File: config.mk
export PLATFORM = sky130hd
export DESIGN_NAME = elastic_context_sequencer_flat
export DESIGN_NICKNAME = d
export VERILOG_FILES = /design/src/rtl/elastic_context_sequencer_pkg.sv /design/src/rtl/elastic_context_sequencer_if.sv /design/src/rtl/elastic_context_sequencer_table.sv /design/src/rtl/elastic_context_sequencer.sv /design/src/flat_wrapper.sv
export SDC_FILE = /design/constraint.sdc
export NUM_CORES = 1
export LEC_CHECK = 0
export BUFFER_PORTS_ARGS = -buffer_cell sky130_fd_sc_hd__buf_2
export CAP_MARGIN = 40
export CORE_UTILIZATION = 45
export CTS_CLUSTER_DIAMETER = 200
export DETAILED_ROUTE_END_ITERATION = 6
export PLACE_DENSITY_LB_ADDON = 0.2
export SLEW_MARGIN = 20
export SYNTH_ARGS = -nofsm -noshare
export SYNTH_HDL_FRONTEND = slang
export SYNTH_SLANG_ARGS = --single-unit
File: constraint.sdc
create_clock -name clk -period 9.6 [get_ports clk]
set_clock_uncertainty 0.2 [all_clocks]
set_input_delay 0.48 -clock clk [delete_from_list [all_inputs] [get_ports clk]]
set_output_delay 0.48 -clock clk [all_outputs]
set_load 0.05 [all_outputs]
File: src/rtl/elastic_context_sequencer_pkg.sv
// rtl/elastic_context_sequencer_pkg.sv - shared types and sizes for the elastic context sequencer
package elastic_ctx_pkg;

    localparam int DATA_WIDTH           = 32;
    localparam int OPERATION_BIT_LENGTH = 4;
    localparam int CONTEXT_DEPTH        = 8;
    localparam int CTX_ADDR_WIDTH       = 3;
    localparam int LOOP_WIDTH           = 16;

    typedef enum logic [1:0] {
        CTX_IDLE = 2'd0,
        CTX_RUN  = 2'd1,
        CTX_DONE = 2'd2
    } ctx_state_t;

    typedef struct packed {
        logic [OPERATION_BIT_LENGTH-1:0] op;
        logic [DATA_WIDTH-1:0]           const_data;
    } ctx_entry_t;

    localparam logic [OPERATION_BIT_LENGTH-1:0] OP_NOP = '0;

endpackage

File: src/rtl/elastic_context_sequencer_if.sv
// rtl/elastic_context_sequencer_if.sv - config loader / ALU side bundle of the context sequencer
interface elastic_context_sequencer_if
    import elastic_ctx_pkg::*;
();

    logic                            cfg_write;
    logic [CTX_ADDR_WIDTH-1:0]       cfg_addr;
    logic [OPERATION_BIT_LENGTH-1:0] cfg_op;
    logic [DATA_WIDTH-1:0]           cfg_const;
    logic                            start;
    logic [CTX_ADDR_WIDTH:0]         num_contexts;
    logic [LOOP_WIDTH-1:0]           num_iterations;
    logic                            abort;
    logic                            switch_context;

    logic [OPERATION_BIT_LENGTH-1:0] op;
    logic [DATA_WIDTH-1:0]           const_data;
    logic                            alu_enable;
    logic [CTX_ADDR_WIDTH-1:0]       context_index;
    logic                            busy;
    logic                            done;
    logic                            cfg_error;

    modport master (
        output cfg_write, cfg_addr, cfg_op, cfg_const, start, num_contexts,
               num_iterations, abort, switch_context,
        input  op, const_data, alu_enable, context_index, busy, done, cfg_error
    );

    modport slave (
        input  cfg_write, cfg_addr, cfg_op, cfg_const, start, num_contexts,
               num_iterations, abort, switch_context,
        output op, const_data, alu_enable, context_index, busy, done, cfg_error
    );

endinterface

File: src/rtl/elastic_context_sequencer_table.sv
// rtl/elastic_context_sequencer_table.sv - context entry regfile, one sync write port, one async read port
module elastic_context_table
    import elastic_ctx_pkg::*;
(
    input  logic                      clk,
    input  logic                      reset_n,
    input  logic                      wr_en_i,
    input  logic [CTX_ADDR_WIDTH-1:0] wr_addr_i,
    input  ctx_entry_t                wr_entry_i,
    input  logic [CTX_ADDR_WIDTH-1:0] rd_addr_i,
    output ctx_entry_t                rd_entry_o
);

    ctx_entry_t mem_q [CONTEXT_DEPTH];

    always_ff @(posedge clk or negedge reset_n) begin
        if (!reset_n) begin
            for (int i = 0; i < CONTEXT_DEPTH; i++) begin
                mem_q[i] <= '0;
            end
        end else if (wr_en_i) begin
            mem_q[wr_addr_i] <= wr_entry_i;
        end
    end

    assign rd_entry_o = mem_q[rd_addr_i];

endmodule

File: src/rtl/elastic_context_sequencer.sv
// rtl/elastic_context_sequencer.sv - per-PE context sequencer: FSM, index/iteration counters, ALU op registers
module elastic_context_sequencer
    import elastic_ctx_pkg::*;
(
    input  logic                       clk,
    input  logic                       reset_n,
    elastic_context_sequencer_if.slave bus
);

    localparam logic [CTX_ADDR_WIDTH:0] DEPTH_W = (CTX_ADDR_WIDTH+1)'(CONTEXT_DEPTH);

    ctx_state_t                      state_q, state_d;
    logic [CTX_ADDR_WIDTH-1:0]       idx_q, idx_d;
    logic [LOOP_WIDTH-1:0]           iter_q, iter_d;
    logic [LOOP_WIDTH-1:0]           niter_q, niter_d;
    logic [CTX_ADDR_WIDTH:0]         nctx_q, nctx_d;
    logic [OPERATION_BIT_LENGTH-1:0] op_q, op_d;
    logic [DATA_WIDTH-1:0]           const_q, const_d;
    logic                            err_q, err_d;

    logic                      idle_like, nctx_ok, addr_ok, wr_en, start_ok;
    logic                      run_switch, last, wrap, final_wrap;
    logic [LOOP_WIDTH-1:0]     iter_inc, iter_sat;
    logic [CTX_ADDR_WIDTH-1:0] rd_addr;
    ctx_entry_t                wr_entry, rd_entry, start_entry;

    assign idle_like  = (state_q != CTX_RUN);
    assign nctx_ok    = (bus.num_contexts != '0) && (bus.num_contexts <= DEPTH_W);
    assign addr_ok    = ({1'b0, bus.cfg_addr} < DEPTH_W);
    assign wr_en      = bus.cfg_write && idle_like && addr_ok;
    assign start_ok   = bus.start && !bus.abort && idle_like && nctx_ok;
    assign run_switch = (state_q == CTX_RUN) && bus.switch_context && !bus.abort;
    assign last       = ({1'b0, idx_q} == (nctx_q - 1'b1));
    assign wrap       = run_switch && last;
    assign iter_inc   = iter_q + 1'b1;
    assign iter_sat   = (iter_q == '1) ? iter_q : iter_inc;
    assign final_wrap = wrap && (niter_q != '0) && (iter_inc == niter_q);

    assign err_d = (bus.start && !bus.abort && !(idle_like && nctx_ok))
                 || (bus.cfg_write && (!idle_like || !addr_ok));

    // Read port looks one step ahead so the registered op lands with the index.
    assign rd_addr     = (start_ok || last) ? '0 : idx_q + 1'b1;
    assign wr_entry    = '{op: bus.cfg_op, const_data: bus.cfg_const};
    assign start_entry = (wr_en && bus.cfg_addr == '0) ? wr_entry : rd_entry;

    elastic_context_table u_table (
        .clk        (clk),
        .reset_n    (reset_n),
        .wr_en_i    (wr_en),
        .wr_addr_i  (bus.cfg_addr),
        .wr_entry_i (wr_entry),
        .rd_addr_i  (rd_addr),
        .rd_entry_o (rd_entry)
    );

    always_ff @(posedge clk or negedge reset_n) begin
        if (!reset_n) begin
            state_q <= CTX_IDLE;
        end else begin
            state_q <= state_d;
        end
    end

    always_comb begin
        state_d = state_q;
        unique case (state_q)
            CTX_IDLE, CTX_DONE: begin
                if (bus.abort)     state_d = CTX_IDLE;
                else if (start_ok) state_d = CTX_RUN;
            end
            CTX_RUN: begin
                if (bus.abort)       state_d = CTX_IDLE;
                else if (final_wrap) state_d = CTX_DONE;
            end
            default: state_d = CTX_IDLE;
        endcase
    end

    always_comb begin
        bus.busy          = (state_q == CTX_RUN);
        bus.alu_enable    = (state_q == CTX_RUN);
        bus.done          = (state_q == CTX_DONE);
        bus.op            = op_q;
        bus.const_data    = const_q;
        bus.context_index = idx_q;
        bus.cfg_error     = err_q;
    end

    always_comb begin
        idx_d   = idx_q;
        iter_d  = iter_q;
        nctx_d  = nctx_q;
        niter_d = niter_q;
        op_d    = op_q;
        const_d = const_q;
        if (bus.abort) begin
            idx_d   = '0;
            iter_d  = '0;
            op_d    = OP_NOP;
            const_d = '0;
        end else if (start_ok) begin
            idx_d   = '0;
            iter_d  = '0;
            nctx_d  = bus.num_contexts;
            niter_d = bus.num_iterations;
            op_d    = start_entry.op;
            const_d = start_entry.const_data;
        end else if (run_switch) begin
            if (final_wrap) begin
                idx_d   = '0;
                iter_d  = iter_inc;
                op_d    = OP_NOP;
                const_d = '0;
            end else begin
                idx_d   = last ? '0 : idx_q + 1'b1;
                iter_d  = wrap ? iter_sat : iter_q;
                op_d    = rd_entry.op;
                const_d = rd_entry.const_data;
            end
        end
    end

    always_ff @(posedge clk or negedge reset_n) begin
        if (!reset_n) begin
            idx_q   <= '0;
            iter_q  <= '0;
            nctx_q  <= '0;
            niter_q <= '0;
            op_q    <= OP_NOP;
            const_q <= '0;
            err_q   <= 1'b0;
        end else begin
            idx_q   <= idx_d;
            iter_q  <= iter_d;
            nctx_q  <= nctx_d;
            niter_q <= niter_d;
            op_q    <= op_d;
            const_q <= const_d;
            err_q   <= err_d;
        end
    end

endmodule
File: src/flat_wrapper.sv
// flat-port wrapper written by rule: the top's interface ports become plain ports
module elastic_context_sequencer_flat import elastic_ctx_pkg::*;
  (clk, reset_n, bus_cfg_write, bus_cfg_addr, bus_cfg_op, bus_cfg_const, bus_start, bus_num_contexts, bus_num_iterations, bus_abort, bus_switch_context, bus_op, bus_const_data, bus_alu_enable, bus_context_index, bus_busy, bus_done, bus_cfg_error);
  elastic_context_sequencer_if bus_i ();
  input  logic clk;
  input  logic reset_n;
  input wire logic [$bits(bus_i.cfg_write)-1:0] bus_cfg_write;
  input wire logic [$bits(bus_i.cfg_addr)-1:0] bus_cfg_addr;
  input wire logic [$bits(bus_i.cfg_op)-1:0] bus_cfg_op;
  input wire logic [$bits(bus_i.cfg_const)-1:0] bus_cfg_const;
  input wire logic [$bits(bus_i.start)-1:0] bus_start;
  input wire logic [$bits(bus_i.num_contexts)-1:0] bus_num_contexts;
  input wire logic [$bits(bus_i.num_iterations)-1:0] bus_num_iterations;
  input wire logic [$bits(bus_i.abort)-1:0] bus_abort;
  input wire logic [$bits(bus_i.switch_context)-1:0] bus_switch_context;
  output wire logic [$bits(bus_i.op)-1:0] bus_op;
  output wire logic [$bits(bus_i.const_data)-1:0] bus_const_data;
  output wire logic [$bits(bus_i.alu_enable)-1:0] bus_alu_enable;
  output wire logic [$bits(bus_i.context_index)-1:0] bus_context_index;
  output wire logic [$bits(bus_i.busy)-1:0] bus_busy;
  output wire logic [$bits(bus_i.done)-1:0] bus_done;
  output wire logic [$bits(bus_i.cfg_error)-1:0] bus_cfg_error;
  assign bus_i.cfg_write = bus_cfg_write;
  assign bus_i.cfg_addr = bus_cfg_addr;
  assign bus_i.cfg_op = bus_cfg_op;
  assign bus_i.cfg_const = bus_cfg_const;
  assign bus_i.start = bus_start;
  assign bus_i.num_contexts = bus_num_contexts;
  assign bus_i.num_iterations = bus_num_iterations;
  assign bus_i.abort = bus_abort;
  assign bus_i.switch_context = bus_switch_context;
  assign bus_op = bus_i.op;
  assign bus_const_data = bus_i.const_data;
  assign bus_alu_enable = bus_i.alu_enable;
  assign bus_context_index = bus_i.context_index;
  assign bus_busy = bus_i.busy;
  assign bus_done = bus_i.done;
  assign bus_cfg_error = bus_i.cfg_error;
  elastic_context_sequencer u_core (.clk(clk), .reset_n(reset_n), .bus(bus_i));
endmodule
==> summary.txt, run 1 <==
Max-cap viol count - 0
Routed WL - 43300 um
Num rows - 70
Diodes inserted - 0
Post-route cell area - 0.0198 mm^2
WL/cell - 21.5 um
CTS Buf Count - 40
IO buf count - 107
Gr ovfl total - 0
EDFF count, synth - 0
CTS tree - built
Yosys warning count - 0
CTS root buf - clkbuf_16
Drt pass-1 iters - 6
CP peak stage delay - 0.64 ns
Max Freq - 239 MHz
Unique masters post-synth - 65
H-tree depth - 2
Share of cells above drive strength 1 - 0.362
Post-synth top flop - dfrtp_1
Total power - 4650 uW
Final RePlAce weighted congestion - 0.830
Setup violators final - 0
Crit-path max FO - 24
Fin nets - 1545
Core Area - 0.0369 mm^2
Clk pin slew, worst setup/hold paths - 0.05 ns
Seq/Total Area, Yosys - 0.539
Avg Synthesized Cell Area - 12.4 um^2
Die W - 196 um
Pwr/cell area - 235 mW/mm^2
Post-detail-place hpwl - 25600 um
Worst vdd ir - 0.000146 V
Tightest Pin Transition - 0.792 ns
Worst path arrival time - 4.37 ns
#FFs+latches synth - 366
Initial Utilization - 0.461
Status - completed
Post-DP Area - 0.0182 mm^2
Antenna viol nets, final - 0
DRT iter0 DRCs - 1031
Global Route Usage Sum - 0.230
Setup CP Type - in2reg
CTS Sinks - 366
Final hold vios - 0
Vias in the first global route - 12300
Synth Cell Area - 0.0170 mm^2
Setup TNS - 0 ns
Initial antenna violation count - 0
IO Pins - 108
Largest net degree at the start of global routing - 81
Fin util - 0.536
RSZ-0062 raised after global routing - false
Slew HR - 0.469
Clk Latency, worst-skew pair - 0.54 ns
Synth Net Count - 1440
Slowest cell on the critical path - or2_1
Lkg Pwr - 0.00841 uW
DIE AREA - 0.0386 mm^2
First-pass GRT wire length - 69700 um
Crit path required time - 9.79 ns
Post-Syn Instances - 1372
Via density - 5.90
Synthesis-to-layout area growth - 16.1%
CTS Buffer Depth - 3
Min Tclk post-route - 4.18 ns
Crit. End Element - flop
Worst Hold Class - in2reg
Slew Limit Fails - 0
Crit path launch type - input pin
# DRC - 0
Vias - 11900
Period utilization - 0.436
Post-cts resize count - 0
CP cell instances - dlygate4sd3_1 -> buf_2 -> or4_1 -> nand3_1 -> nand3b_1 -> buf_4 -> nand2_1 -> a31o_2 -> a31oi_2 -> or2_1 -> o31ai_1
Die H - 196 um
Synth async-reset ratio - 1.00
-- metrics by stage --
stage          hold WS [ns]  setup WS (ns)  instances
2_1_floorplan       -0.0156           6.58       1372
3_3_place_gp          0.280           5.53       1909
3_5_place_dp          0.289           5.48       1916
4_1_cts             0.00491           5.49       2011
5_1_grt              0.0226           5.23       2012
6_report             0.0341           5.42       2012
-- cells in the mapped netlist, drive strengths merged (4+ instances only) --
cell type  count  area [um^2]
o21a          28          210
xnor2         13          114
nor2          16         60.1
nand3         12         60.1
o31ai         12          110
nand2b         6         37.5
a222oi        35          350
nor3          32          165
o22ai         28          175
nand4          4         25.0
clkbuf        82          308
a211oi        29          218
o21ai         72          360
mux2i         45          450
buf           18          106
a21oi         32          164
nand2         91          344
inv           10         37.5
dfrtp        366         9160
mux2         316         3560
nand3b         5         37.5
nor3b          4         30.0
a22oi         45          343
and2           5         31.3
and3          13         81.3
nor4           4         25.0
xor2           8         70.1
-- worst paths after layout --
path / startpoint / end / slack [ns] / cells past startpoint
max in group asynchronous: reset_n / u_core.u_table.mem_q[18]$_DFFE_PN0P_ / 7.23 / 5
min in group asynchronous: reset_n / u_core.niter_q[9]$_DFFE_PN0P_ / 0.32 / 2
setup reg to reg: u_core.bus.context_index[0]$_DFFE_PN0P_ / u_core.bus.const_data[4]$_DFFE_PN0P_ / 5.59 / 11
setup / recovery: bus_num_contexts[1] / u_core.iter_q[11]$_DFFE_PN0P_ / 5.42 / 11
hold / removal: bus_num_contexts[0] / u_core.nctx_q[0]$_DFFE_PN0P_ / 0.03 / 3
hold reg to reg: u_core.u_table.mem_q[31]$_DFFE_PN0P_ / u_core.u_table.mem_q[31]$_DFFE_PN0P_ / 0.30 / 1
-- area by class of cell --
| type | instances | area [um^2] |
|---|---|---|
| fillers | 3217 | 17100 |
| inverters | 11 | 41.3 |
| multi-input cells | 895 | 7470 |
| flip-flops and latches | 366 | 9160 |
| well taps | 504 | 631 |
| repair buffers | 163 | 1140 |
| clock buffers | 64 | 1240 |
| clock inverters | 9 | 56.3 |
-- layout by cell type, fill, tap and decap left out, types with 22 or more instances in the layout --
cell type / synthesis / layout
a211oi_1: 29 / 29
a21oi_1: 31 / 30
a222oi_1: 35 / 35
a22oi_1: 44 / 44
buf_2: 4 / 106
buf_4: 5 / 26
clkbuf_16: 0 / 42
dfrtp_1: 366 / 365
dlygate4sd3_1: 0 / 22
mux2_2: 316 / 316
mux2i_1: 45 / 45
nand2_1: 90 / 89
nor3_1: 31 / 31
o21a_1: 28 / 28
o21ai_0: 44 / 44
o21ai_1: 28 / 27
o22ai_1: 28 / 28
-- what timing repair did --
action | CTS | global route
hold endpoints to repair | 98 | 0
hold buffers | 22 | 0
setup buffers | 0 | 0
-- state kept, by name (all words and copies together), names as in the netlist --
name                      cells
u_core.bus.cfg_error          1
u_core.bus.const_data        32
u_core.bus.context_index      3
u_core.nctx_q                 4
u_core.iter_q                16
u_core.u_table.mem_q        288
u_core.niter_q               16
u_core.state_q                2
u_core.bus.op                 4
-- critical path: cells and delay by family --
family / cells / cell delay, ns
AO/OA/AOI/OAI: 3 / 1.13
AND/OR/NAND/NOR: 5 / 1.80
buffers and inverters: 3 / 0.96
-- cell families (layout without fill, tap and decap cells) --
kind of cell / after synthesis / in the layout / synth area share
XOR/XNOR: 21 / 21 / 0.0108
flip-flops: 366 / 366 / 0.539
multiplexers: 361 / 361 / 0.236
AND/OR/NAND/NOR: 205 / 205 / 0.0591
buffers and inverters: 111 / 247 / 0.0268
adder cells (fa/ha/maj): 3 / 3 / 0.00221
AO/OA/AOI/OAI: 305 / 305 / 0.127
-- report_power, final --
part,total [uW],switching (uW),internal (uW)
clock,1500,612,888
sequential,2110,204,1910
combinational,1040,515,520
total,4650,1330,3320
-- metal layers --
layer	share of wire	vias up	global-route usage
li1	-	5342	-
met1	0.46	6136	0.324
met3	0.050	55	0.0352
met5	0	-	0
met2	0.47	346	0.371
met4	0.019	0	0.0631
Power figures use the tool's default switching activity.
==> inputs of run 2 (changes only) <==
--- a/config.mk
+++ b/config.mk
@@ -5,6 +5,7 @@
 export SDC_FILE = /design/constraint.sdc
 export NUM_CORES = 1
 export LEC_CHECK = 0
+export ABC_AREA = 1
 export BUFFER_PORTS_ARGS = -buffer_cell sky130_fd_sc_hd__buf_2
 export CAP_MARGIN = 40
 export CORE_UTILIZATION = 45
==> constraint.sdc (replaced) <==
create_clock -name clk -period 3.45 [get_ports clk]
set_clock_uncertainty 0.2 [all_clocks]
set_input_delay 0.1725 -clock clk [delete_from_list [all_inputs] [get_ports clk]]
set_output_delay 0.1725 -clock clk [all_outputs]
set_load 0.05 [all_outputs]
==> run 2 against run 1 <==
Effect of this change:
- setup slack got worse by 4.9 ns
- via count increased by 43%
- wire length increased by 27%
- critical path type is now reg2reg
- flip-flop and latch count unchanged
- sequential power increased to 2.7 times the previous value
- count of clock-buffer cells in the layout decreased by 8
- critical path depth decreased by 2
- hold slack improved by 0.059 ns
- die area increased by 7.6%
- synthesized cell count increased by 77%
==> summary.txt, run 2 <==
Vias - 16900 (was 11900)
Critical path buffer and inverter count - 3 (unchanged)
Seq/Total Area, Yosys - 0.500 (was 0.539)
DRT iter0 DRCs - 1731 (was 1031)
EDFF count, synth - 0 (unchanged)
Yosys warning count - 0 (unchanged)
#FFs+latches synth - 366 (unchanged)
Core Area - 0.0399 mm^2 (was 0.0369 mm^2)
H-tree depth - 2 (unchanged)
CTS Sinks - 366 (unchanged)
First-pass GRT wire length - 88500 um (was 69700 um)
CTS tree - built (unchanged)
Pwr/cell area - 613 mW/mm^2 (was 235 mW/mm^2)
Synthesis-to-layout area growth - 16.9% (was 16.1%)
Share of cells above drive strength 1 - 0.101 (was 0.362)
Final RePlAce weighted congestion - 0.956 (was 0.830)
Via density - 5.50 (was 5.90)
Worst path arrival time - 3.19 ns (was 4.37 ns)
Total power - 13100 uW (was 4650 uW)
Initial Utilization - 0.459 (was 0.461)
Clk pin slew, worst setup/hold paths - 0.06 ns (was 0.05 ns)
Min Tclk post-route - 2.89 ns
Fill cell count - 3770 (was 3217)
Die H - 204 um (was 196 um)
# placed instances - 2940 (was 1916)
Clk Latency, worst-skew pair - 0.57 ns (was 0.54 ns)
# DRC - 0 (unchanged)
Post-Syn Instances - 2423 (was 1372)
Global Route Usage Sum - 0.269 (was 0.230)
CP peak stage delay - 0.78 ns (was 0.64 ns)
Crit path launch type - flop (was input pin)
Avg Synthesized Cell Area - 7.55 um^2 (was 12.4 um^2)
Post-detail-place hpwl - 31700 um (was 25600 um)
IO buf count - 107 (unchanged)
Slowest cell on the critical path - buf_4 (was or2_1)
Hold-fix buffers at CTS - 63 (was 22)
CP cell instances - clkinv_2 -> buf_4 -> buf_4 -> nand4_1 -> nand3_1 -> nand3_1 -> nand3_1 -> nand3_1 -> nand3_1 (was dlygate4sd3_1 -> buf_2 -> or4_1 -> nand3_1 -> nand3b_1 -> buf_4 -> nand2_1 -> a31o_2 -> a31oi_2 -> or2_1 -> o31ai_1)
Lkg Pwr - 0.0107 uW (was 0.00841 uW)
Hold slack - 0.0931 ns (was 0.0341 ns)
Fin util - 0.536 (about the same)
Setup TNS - 0 ns (unchanged)
CTS root buf - clkbuf_16 (unchanged)
Unique masters post-synth - 37 (was 65)
IO Pins - 108 (unchanged)
WL/cell - 17.8 um (was 21.5 um)
CTS Buf Count - 41 (was 40)
Drt pass-1 iters - 5 (was 6)
Tightest Pin Transition - 0.864 ns (was 0.792 ns)
Max reg flops - 288 (unchanged)
Commonest cells after routing, fill and taps aside - nand2_1, dfrtp_1, o21ai_0 (was dfrtp_1, mux2_2, buf_2)
Most frequent CP cell - nand3_1
Worst Hold Class - in2reg (unchanged)
Reg with most FFs - u_core.u_table.mem_q (unchanged)
Worst vdd ir - 0.000330 V (was 0.000146 V)
CTS Buffer Depth - 3 (unchanged)
Crit-path max FO - 64 (was 24)
Synth Cell Area - 0.0183 mm^2 (was 0.0170 mm^2)
Max Freq - 346 MHz
Setup CP Type - reg2reg (was in2reg)
Vias in the first global route - 16200 (was 12300)
Count leader, synth - nand2_1 (was dfrtp_1)
Die W - 204 um (was 196 um)
Antenna viol nets, final - 0 (unchanged)
Crit. End Element - flop (unchanged)
Max-cap viol count - 0 (unchanged)
Initial antenna violation count - 0 (unchanged)
Synth Net Count - 2491 (was 1440)
Synth async-reset ratio - 1.00 (unchanged)
Post-synth top cells - nand2_1, dfrtp_1, o21ai_0 (was dfrtp_1, mux2_2, nand2_1)
Post-synth top area cell - dfrtp_1 (unchanged)
Final hold vios - 0 (unchanged)
Gr ovfl total - 0 (unchanged)
Slew Limit Fails - 0 (unchanged)
RSZ-0062 raised after global routing - false (unchanged)
Status - completed (unchanged)
Setup violators final - 0 (unchanged)
Post-synth top flop - dfrtp_1 (unchanged)
Synth top area cells - dfrtp_1, nand2_1, o21ai_0 (was dfrtp_1, mux2_2, mux2i_1)
Routed WL - 54800 um (was 43300 um)
Largest delay contributor family on the critical path - buffers and inverters (was simple AND/OR/NAND/NOR gates)
Diodes inserted - 0 (unchanged)
Largest net degree at the start of global routing - 88 (was 81)
DIE AREA - 0.0415 mm^2 (was 0.0386 mm^2)
Fin nets - 2591 (was 1545)
Period utilization - 0.838
Num rows - 73 (was 70)
Commonest non-fill, non-tap cell in the layout - nand2_1 (was dfrtp_1)
Post-Layout Cell Count - 3079 (was 2012)
Post-CTS Setup Repair Bufs - 0 (unchanged)
Slew HR - 0.424 (was 0.469)
Crit path required time - 3.75 ns (was 9.79 ns)
Post-cts resize count - 0 (unchanged)
Post-synth top area share - 0.500 (was 0.539)
## run 2: kinds of logic after synthesis
logic type,Yosys count,share of synthesized area
AND/OR/NAND/NOR,1396,0.333
flip-flops,366,0.500
AO/OA/AOI/OAI,339,0.0933
buffers and inverters,314,0.0686
XOR/XNOR,5,0.00314
adder cells (fa/ha/maj),3,0.00205
## run 2: per-stage QoR
step / area, um^2 / setup slack [ns]
final: 21400 / 0.559
after global routing: 21400 / 0.366
after CTS: 21400 / 0.569
after detailed placement: 19300 / 0.590
after global placement: 19300 / 0.606
after floorplan: 18300 / 1.02
## run 2: final timing paths
path | startpoint | endpoint | slack [ns] | cells past startpoint
max in group asynchronous | reset_n | u_core.u_table.mem_q[98]$_DFFE_PN0P_ | 1.68 | 4
setup / recovery | u_core.bus.context_index[0]$_DFFE_PN0P_ | u_core.bus.const_data[22]$_DFFE_PN0P_ | 0.56 | 9
hold reg to reg | u_core.bus.const_data[29]$_DFFE_PN0P_ | u_core.bus.const_data[29]$_DFFE_PN0P_ | 0.28 | 2
setup reg to reg | u_core.bus.context_index[0]$_DFFE_PN0P_ | u_core.bus.const_data[22]$_DFFE_PN0P_ | 0.56 | 9
min in group asynchronous | reset_n | u_core.nctx_q[2]$_DFFE_PN0P_ | 0.45 | 3
hold / removal | bus_cfg_addr[1] | u_core.u_table.mem_q[179]$_DFFE_PN0P_ | 0.09 | 5
## run 2: worst reg2reg max path, cell delays in order, from the launching register on
cell and delay [ns]:
dfrtp_2 0.47, clkinv_2 0.07, buf_4 0.43, buf_4 0.83, nand4_1 0.22, nand3_1 0.14, nand3_1 0.12, nand3_1 0.12
nand3_1 0.08, nand3_1 0.14
## run 2: routing by layer
metal,wire length (um),up-vias,global-route usage
met5,0,-,0
met4,1350,0,0.0956
met1,24800,8053,0.381
met3,3570,100,0.0326
li1,-,8162,-
met2,25100,622,0.426
## run 2: report_power, final
group / total, uW / internal [uW] / leakage (uW) / switching, uW
Combinational: 2900 / 1020 / 0.00530 / 1880
Sequential: 5740 / 5210 / 0.00467 / 529
Clock: 4480 / 2640 / 0.000693 / 1830
Total: 13100 / 8870 / 0.0107 / 4250
## run 2: area by class of cell
type                            count  area (um^2)  area share
Clock inverter                     18          195     0.00912
Multi-Input combinational cell   1743         7920       0.370
Inverter                          154          581      0.0271
Clock buffer                       56         1180      0.0553
Sequential cell                   366         9160       0.428
Timing Repair Buffer              217         1700      0.0795
Tap cell                          525          657      0.0307
